### src/rtl/vic20_loader_pkg.sv
// Shared types and tables for the VIC20 download sequencer.
// LOADER_AUTORUN_EN adds the KEYBUF state (autorun "RUN<CR>" injection).
package vic20_loader_pkg;

    typedef enum logic [2:0] {
        ST_IDLE,
        ST_HDR_LO,
        ST_HDR_HI,
        ST_DATA,
        ST_PATCH
`ifdef LOADER_AUTORUN_EN
        , ST_KEYBUF
`endif
    } loader_state_t;

    typedef enum logic [1:0] {
        MODE_ROM,
        MODE_PRG,
        MODE_CART
    } load_mode_t;

    localparam logic [7:0] IDX_ROM = 8'd0;
    localparam logic [7:0] IDX_PRG = 8'd1;
    localparam logic [7:0] IDX_CRT = 8'd2;
    localparam logic [7:0] IDX_CT  = 8'd3;

    localparam logic [2:0] PATCH_LAST   = 3'd7;
    localparam logic [2:0] AUTORUN_LAST = 3'd4;

    // Even entries take the pointer low byte, odd entries the high byte.
    localparam logic [15:0] PATCH_ADDR [8] = '{
        16'h002D, 16'h002E, 16'h002F, 16'h0030,
        16'h0031, 16'h0032, 16'h00AE, 16'h00AF
    };

    localparam logic [15:0] AUTORUN_ADDR [5] = '{
        16'h0277, 16'h0278, 16'h0279, 16'h027A, 16'h00C6
    };

    localparam logic [7:0] AUTORUN_DATA [5] = '{
        8'h52, 8'h55, 8'h4E, 8'h0D, 8'h04
    };

    function automatic logic [15:0] ct_base(input logic [7:0] ch);
        logic [15:0] base;
        base = 16'hA000;
        if (ch >= 8'h32 && ch <= 8'h39)
            base = {ch[3:0], 12'h000};
        else if (ch == 8'h42)
            base = 16'hB000;
        return base;
    endfunction

    function automatic logic [4:0] cart_blk_bit(input logic [2:0] region);
        logic [4:0] bits;
        case (region)
            3'd0:    bits = 5'b00001;
            3'd1:    bits = 5'b00010;
            3'd2:    bits = 5'b00100;
            3'd3:    bits = 5'b01000;
            3'd5:    bits = 5'b10000;
            default: bits = 5'b00000;
        endcase
        return bits;
    endfunction

endpackage

### src/rtl/vic20_loader_ctrl_seq.sv
// Indexed table write sequencer shared by the BASIC pointer patch and the
// keyboard-buffer autorun; emits one write request per GAP+1 cycles.
module loader_seq_rom
    import vic20_loader_pkg::*;
#(
    parameter int unsigned GAP = 1
) (
    input  logic        clk_sys,
    input  logic        reset,
    input  logic        start,
    input  logic        chain,
    input  logic        abort,
    input  logic [15:0] ptr,
    output logic        req,
    output logic        last,
    output logic [15:0] ai,
    output logic [7:0]  di
);

    localparam logic [3:0] GAP4 = 4'(GAP);

    logic       active;
    logic       sel;
    logic [2:0] idx;
    logic [3:0] gap_cnt;
    logic [2:0] end_idx;

    always_comb begin
        end_idx = sel ? AUTORUN_LAST : PATCH_LAST;
        req     = active && (gap_cnt == '0) && !abort;
        last    = req && (idx == end_idx);
        if (sel) begin
            ai = AUTORUN_ADDR[idx];
            di = AUTORUN_DATA[idx];
        end else begin
            ai = PATCH_ADDR[idx];
            di = idx[0] ? ptr[15:8] : ptr[7:0];
        end
    end

    always_ff @(posedge clk_sys or posedge reset) begin
        if (reset) begin
            active  <= 1'b0;
            sel     <= 1'b0;
            idx     <= '0;
            gap_cnt <= '0;
        end else if (abort) begin
            active <= 1'b0;
        end else if (start) begin
            active  <= 1'b1;
            sel     <= 1'b0;
            idx     <= '0;
            gap_cnt <= '0;
        end else if (active) begin
            if (gap_cnt != '0) begin
                gap_cnt <= gap_cnt - 4'd1;
            end else begin
                gap_cnt <= GAP4;
                if (idx == end_idx) begin
                    // Chaining rolls straight into the autorun table, keeping the gap.
                    if (chain && !sel) begin
                        sel <= 1'b1;
                        idx <= '0;
                    end else begin
                        active <= 1'b0;
                    end
                end else begin
                    idx <= idx + 3'd1;
                end
            end
        end
    end

endmodule

### src/rtl/vic20_loader_ctrl.sv
// VIC20 HPS download controller: ROM/PRG/CRT/CT? into the config write port.
// Define LOADER_AUTORUN_EN to append the keyboard-buffer "RUN" injection.
module vic20_loader_ctrl
    import vic20_loader_pkg::*;
#(
    parameter logic [15:0] PRG_LIMIT  = 16'hA000,
    parameter logic [15:0] CART_LIMIT = 16'hC000,
    parameter int unsigned PATCH_GAP  = 1
) (
    input  logic        clk_sys,
    input  logic        reset,
    input  logic        ioctl_download,
    input  logic [7:0]  ioctl_index,
    input  logic        ioctl_wr,
    input  logic [24:0] ioctl_addr,
    input  logic [7:0]  ioctl_dout,
    input  logic [31:0] ioctl_file_ext,
    output logic [15:0] conf_ai,
    output logic [7:0]  conf_di,
    output logic        conf_wr,
    output logic [4:0]  cart_blk,
    output logic        cart_reset,
    output logic        busy
);

    loader_state_t state, eff_state;
    load_mode_t    mode, eff_mode;
    logic [15:0]   load_addr, eff_addr;
    logic          dl_q, dl_rise, dl_fall;
    logic          in_seq, seq_start, seq_abort, seq_chain, seq_req, seq_last;
    logic [15:0]   seq_ai;
    logic [7:0]    seq_di;
    logic          unused_bits;

    assign unused_bits = ^{ioctl_addr[24:16], ioctl_file_ext[31:8]};
    assign busy        = (state != ST_IDLE) || conf_wr;

    // eff_* is the context as it will be after a start edge, so a byte strobe
    // arriving in the very first download cycle is still handled.
    always_comb begin
        dl_rise = ioctl_download && !dl_q;
        dl_fall = !ioctl_download && dl_q;
`ifdef LOADER_AUTORUN_EN
        in_seq    = (state == ST_PATCH) || (state == ST_KEYBUF);
        seq_chain = (state == ST_PATCH);
`else
        in_seq    = (state == ST_PATCH);
        seq_chain = 1'b0;
`endif
        seq_abort = dl_rise && in_seq;
        seq_start = dl_fall && (state == ST_DATA) && (mode == MODE_PRG);
        eff_state = state;
        eff_mode  = mode;
        eff_addr  = load_addr;
        if (dl_rise) begin
            eff_state = ST_IDLE;
            case (ioctl_index)
                IDX_ROM: begin eff_state = ST_DATA;   eff_mode = MODE_ROM;  end
                IDX_PRG: begin eff_state = ST_HDR_LO; eff_mode = MODE_PRG;  end
                IDX_CRT: begin eff_state = ST_HDR_LO; eff_mode = MODE_CART; end
                IDX_CT: begin
                    eff_state = ST_DATA;
                    eff_mode  = MODE_CART;
                    eff_addr  = ct_base(ioctl_file_ext[7:0]);
                end
                default: ;
            endcase
        end
    end

    loader_seq_rom #(.GAP(PATCH_GAP)) u_seq (
        .clk_sys (clk_sys),
        .reset   (reset),
        .start   (seq_start),
        .chain   (seq_chain),
        .abort   (seq_abort),
        .ptr     (load_addr),
        .req     (seq_req),
        .last    (seq_last),
        .ai      (seq_ai),
        .di      (seq_di)
    );

    always_ff @(posedge clk_sys or posedge reset) begin
        if (reset) begin
            state      <= ST_IDLE;
            mode       <= MODE_ROM;
            load_addr  <= '0;
            dl_q       <= 1'b0;
            conf_ai    <= '0;
            conf_di    <= '0;
            conf_wr    <= 1'b0;
            cart_blk   <= '0;
            cart_reset <= 1'b0;
        end else begin
            conf_wr <= 1'b0;
            dl_q    <= ioctl_download;

            if (dl_rise) begin
                state      <= eff_state;
                mode       <= eff_mode;
                load_addr  <= eff_addr;
                cart_reset <= (ioctl_index == IDX_CRT) || (ioctl_index == IDX_CT);
            end else if (dl_fall) begin
                cart_reset <= 1'b0;
                if (state == ST_HDR_LO || state == ST_HDR_HI || state == ST_DATA)
                    state <= seq_start ? ST_PATCH : ST_IDLE;
            end else if (seq_req) begin
                conf_wr <= 1'b1;
                conf_ai <= seq_ai;
                conf_di <= seq_di;
                if (seq_last) begin
`ifdef LOADER_AUTORUN_EN
                    state <= seq_chain ? ST_KEYBUF : ST_IDLE;
`else
                    state <= ST_IDLE;
`endif
                end
            end

            if (ioctl_download && ioctl_wr) begin
                case (eff_state)
                    ST_HDR_LO: begin
                        load_addr[7:0] <= ioctl_dout;
                        state          <= ST_HDR_HI;
                    end
                    ST_HDR_HI: begin
                        load_addr[15:8] <= ioctl_dout;
                        state           <= ST_DATA;
                    end
                    ST_DATA: begin
                        case (eff_mode)
                            MODE_ROM: begin
                                if (ioctl_addr[15:14] == 2'b01) begin
                                    conf_wr <= 1'b1;
                                    conf_ai <= {2'b11, ioctl_addr[13:0]};
                                    conf_di <= ioctl_dout;
                                end
                            end
                            MODE_PRG: begin
                                if (eff_addr < PRG_LIMIT) begin
                                    conf_wr   <= 1'b1;
                                    conf_ai   <= eff_addr;
                                    conf_di   <= ioctl_dout;
                                    load_addr <= eff_addr + 16'd1;
                                end
                            end
                            MODE_CART: begin
                                if (eff_addr < CART_LIMIT) begin
                                    conf_wr <= 1'b1;
                                    conf_ai <= eff_addr;
                                    conf_di <= ioctl_dout;
                                end
                                cart_blk  <= cart_blk | cart_blk_bit(eff_addr[15:13]);
                                load_addr <= eff_addr + 16'd1;
                            end
                            default: ;
                        endcase
                    end
                    default: ;
                endcase
            end
        end
    end

endmodule

### config.mk
export PLATFORM = sky130hd
export DESIGN_NAME = vic20_loader_ctrl
export DESIGN_NICKNAME = d
export VERILOG_FILES = /design/src/rtl/vic20_loader_pkg.sv /design/src/rtl/vic20_loader_ctrl_seq.sv /design/src/rtl/vic20_loader_ctrl.sv
export SDC_FILE = /design/constraint.sdc
export NUM_CORES = 1
export LEC_CHECK = 0
export ABC_CLOCK_PERIOD_IN_PS = 3080
export BUFFER_PORTS_ARGS = -buffer_cell sky130_fd_sc_hd__buf_2
export CORE_MARGIN = 2
export CORE_UTILIZATION = 51
export CTS_CLUSTER_SIZE = 20
export DETAILED_ROUTE_END_ITERATION = 7
export PLACE_DENSITY = 0.78
export SLEW_MARGIN = 20
export SYNTH_ARGS = -nofsm -noshare
export SYNTH_HDL_FRONTEND = slang
export SYNTH_HIERARCHICAL = 1
export SYNTH_SLANG_ARGS = --single-unit
### constraint.sdc
create_clock -name clk_sys -period 3.08 [get_ports clk_sys]
set_input_delay 0.154 -clock clk_sys [delete_from_list [all_inputs] [get_ports clk_sys]]
set_output_delay 0.154 -clock clk_sys [all_outputs]
set_load 0.01 [all_outputs]
==> run summary <==
* conf_ai[4]$_DFF_PP0_ — capture point of the critical path
* 0.000958 W — sw power
* 639 — Gate Count Post-Synth
* 0.07 ns — clock-pin slew on the worst setup and hold paths
* 9820 sq um — area of the core region
* 342 MHz — FMAX
* 37.1% — switch share
* 6 — count of warnings emitted by yosys
* done — CTS tree
* input pin to flip-flop — type of the worst min-delay path
* 0.00800 ns — Fin Clk Skew
* 62 — number of synthesized register bits
* met2 — most utilized layer in the global route result
* 9 — total clock buffers created by CTS
* 5920 sq um — Placement Cell Area
* flip-flop — Critical Path End Type
* sky130_fd_sc_hd__buf_2 — most common library cell in the layout ignoring fill and taps
* 0 — Antenna Nets Post-Route
* 0.36 ns — Clock Latency Late Sink
* 2.73 nW — leakage power figure
* 21.6 um — DR WL/cell
* 2.92 ns — final critical path time including I/O delays and setup
* 52.7% — Starting Density
* 56.3% — met2 track demand over resource
* dl_q$_DFF_PP0_ — launch point of the critical path
* 3.16 ns — critical path arrival
* 0.949 — Final GP Congestion
* 109 — number of ports placed on the die boundary
* 0 — antenna violations before repair
* 857 — number of cells in the design after placement
* 0.00163 W — internal portion of total power
* 0 — Post-synth EDFFs
* 38.6% — Flop pwr share
* 0 — Ant. Diodes
* 16 — largest fanout on the critical path
* ioctl_addr[2] — startpoint of the worst hold path
* flip-flop — Critical Path Start Type
* true — RSZ-0062 raised after global routing
* 0 — number of setup violations in the final report
* 5 — Detailed Routing Iterations Pass 1
* 105 um — vertical die dimension
* sky130_fd_sc_hd__clkbuf_8 — CTS Root Cell
* 6270 sq um — post-layout instance area
* 412 nW/um^2 — power per standard cell area
* flip-flop to flip-flop — Worst Setup Path Type
* 30,000 um — wire length of the first global-routing pass
* 45.5% — met1 GRT Util
* 0 — max-capacitance violation count
* 29.9% — combinational share of power
* 18,900 um — Routed Wire Length
* 75 — IO Port Bufs
* 105 um — horizontal die dimension
* 8.10 sq um — mean area per synthesized cell
* 558 — drt initial violations
* 0 — total congestion overflow after global routing
* 6.36% — met3 GRT Util
* 32 — largest net degree at the start of global routing
* 94.9% — post-route clock period utilization
* 0 — final hold violation count
* 0 — final max-slew violation count
* 21.1% — synthesis-to-layout area growth
* 3 — Max H-tree Level
* 5,696 — via count
* 30.0% — sequential cell area fraction in the yosys report
* 877 — final instance count without filler cells
* 2 — number of buffers on the longest clock path
* 5180 sq um — area of the mapped netlist
* 62 — total clock sinks
* 34.9% — GRT Resource Usage Total
* 0 — residual DRC count
* sky130_fd_sc_hd__dfrtp_1 — prevailing post-synth register cell
* 14,300 um — post-DP HPWL
* sky130_fd_sc_hd__buf_2, sky130_fd_sc_hd__dfrtp_1, sky130_fd_sc_hd__nand2_1 — commonest non-fill, non-tap cells in the layout
* 5,523 — number of global-route vias before repair
* complete, no violations — result of the run
* 31.5% — part of the power in the clock network
* 221 uV — IR Drop Worst-Case VDD
* dl_q$_DFF_PP0_ — reg-to-reg startpoint
* 36 — Std-Cell Rows
* 0.16 ns — slack of the worst reg-to-reg path
* 82 — number of distinct library cells after synthesis
* 48.3% — Rel. slew slack
* 0.774 ns — Tightest Pin Transition
* 13 — r2r worst-path depth
* conf_ai[4]$_DFF_PP0_ — destination of the worst register-to-register timing path
* 11,000 sq um — area enclosed by the die boundary
* 24.7% — layout cells sized above 1
* 100% — share of synthesized flip-flops with an asynchronous set or reset
* 828 — nets@finish
* 921 — total of fill cells in the finished design
* 3.32 ns — required time of the critical path
* 6.49 — vias per cell
[kinds of logic after synthesis]
family | Yosys count | synth area share [%]
adders and majority gates | 12 | 2.90
DFF | 62 | 30.0
muxes | 41 | 8.09
AOI/OAI and AO/OA | 214 | 28.8
buffers and inverters | 73 | 6.40
and+or+nand+nor | 228 | 22.5
other | 2 | 0.145
xor gates and xnor gates | 7 | 1.18
[cell usage after synthesis, drive strengths merged, types with 9 or more instances]
master	number	area (sq um)
clkbuf	27	101
a21o	9	67.6
nand2	64	240
o211ai	9	72.6
nor3	20	116
dfrtp	62	1550
a31oi	15	93.8
buf	21	136
o21ai	41	209
o21a	12	90.1
mux2i	34	340
a21oi	37	189
ha	12	150
o2bb2ai	10	87.6
nand3	20	100
inv	24	90.1
nor2	59	229
o22ai	11	68.8
[how the worst min path moves through the flow]
| stage | endpoint | slack [ns] | depth (start not counted) |
|---|---|---|---|
| floorplan | u_seq/active$_DFF_PP0_ | -0.02 | 1 |
| global placement | u_seq/idx[2]$_DFFE_PP0P_ | 0.14 | 2 |
| detailed placement | u_seq/gap_cnt[3]$_DFFE_PP0P_ | 0.15 | 2 |
| CTS | conf_ai[2]$_DFF_PP0_ | 0.02 | 3 |
| global route | conf_ai[3]$_DFF_PP0_ | 0.05 | 3 |
| finish | conf_ai[2]$_DFF_PP0_ | 0.02 | 3 |
[power by group through the flow]
stage	clock network, W	registers [W]	logic (W)
2_1_floorplan	0	0.000945	0.000449
6_report	0.000814	0.000997	0.000774
5_1_grt	0.000852	0.00100	0.000836
4_1_cts	0.000817	0.000988	0.000746
3_5_place_dp	0	0.00100	0.000740
3_3_place_gp	0	0.00101	0.000729
[sequential cells by signal (all words and copies together) (netlist names)]
signal / cells
conf_ai: 16
u_seq/active: 1
mode: 2
load_addr: 16
u_seq/sel: 1
conf_wr: 1
state: 3
cart_blk: 5
u_seq/gap_cnt: 4
cart_reset: 1
conf_di: 8
dl_q: 1
u_seq/idx: 3
[routing by layer]
metal | vias up | wire length, um
li1 | 2585 | -
met1 | 2756 | 7760
met2 | 302 | 9010
met3 | 53 | 1510
met4 | 0 | 629
met5 | - | 0
[repair_timing]
item                                   in CTS  in global routing
buffers inserted                            0                  2
resized for setup                           4                 24
setup endpoints to repair                   4                 27
pin swaps                                   0                  3
endpoints found under the hold margin      32                  0
hold buffers                                2                  0
[metrics by stage]
| step | utilization (%) | total power, W | setup slack [ns] | TNS (ns) | hold WS, ns |
|---|---|---|---|---|---|
| after floorplan | - | 0.00139 | 0.0263 | 0 | -0.0181 |
| after global placement | 60.3 | 0.00174 | 0.100 | 0 | 0.139 |
| after detailed placement | 60.3 | 0.00174 | -0.0512 | -0.0779 | 0.147 |
| after CTS | 62.8 | 0.00255 | 0.0662 | 0 | 0.0224 |
| after global routing | 63.9 | 0.00269 | -0.0267 | -0.0438 | 0.0542 |
| final | 63.9 | 0.00258 | 0.158 | 0 | 0.0223 |
[cell type report]
| class | instances | area (sq um) | area share, % |
|---|---|---|---|
| Multi-Input combinational cell | 511 | 3410 | 54.4 |
| Sequential cell | 62 | 1550 | 24.7 |
| Timing Repair Buffer | 130 | 837 | 13.3 |
| Tap cell | 133 | 166 | 2.65 |
| Clock buffer | 10 | 128 | 2.03 |
| Inverter | 25 | 93.8 | 1.50 |
| Clock inverter | 6 | 86.3 | 1.38 |
[critical path, stage by stage (launching register included)]
cell                       delay, ns
sky130_fd_sc_hd__dfrtp_1        0.35
sky130_fd_sc_hd__inv_1          0.05
sky130_fd_sc_hd__ha_2           0.18
sky130_fd_sc_hd__buf_4          0.17
sky130_fd_sc_hd__nand2_1        0.11
sky130_fd_sc_hd__nor3_4         0.07
sky130_fd_sc_hd__nand2b_2       0.24
sky130_fd_sc_hd__nor2_4         0.17
sky130_fd_sc_hd__nor3b_4        0.25
sky130_fd_sc_hd__buf_12         0.20
sky130_fd_sc_hd__buf_4          0.18
sky130_fd_sc_hd__mux2i_2        0.30
sky130_fd_sc_hd__o32ai_1        0.15
sky130_fd_sc_hd__a221o_1        0.36
Note: power is estimated with default switching activity, not from simulation.
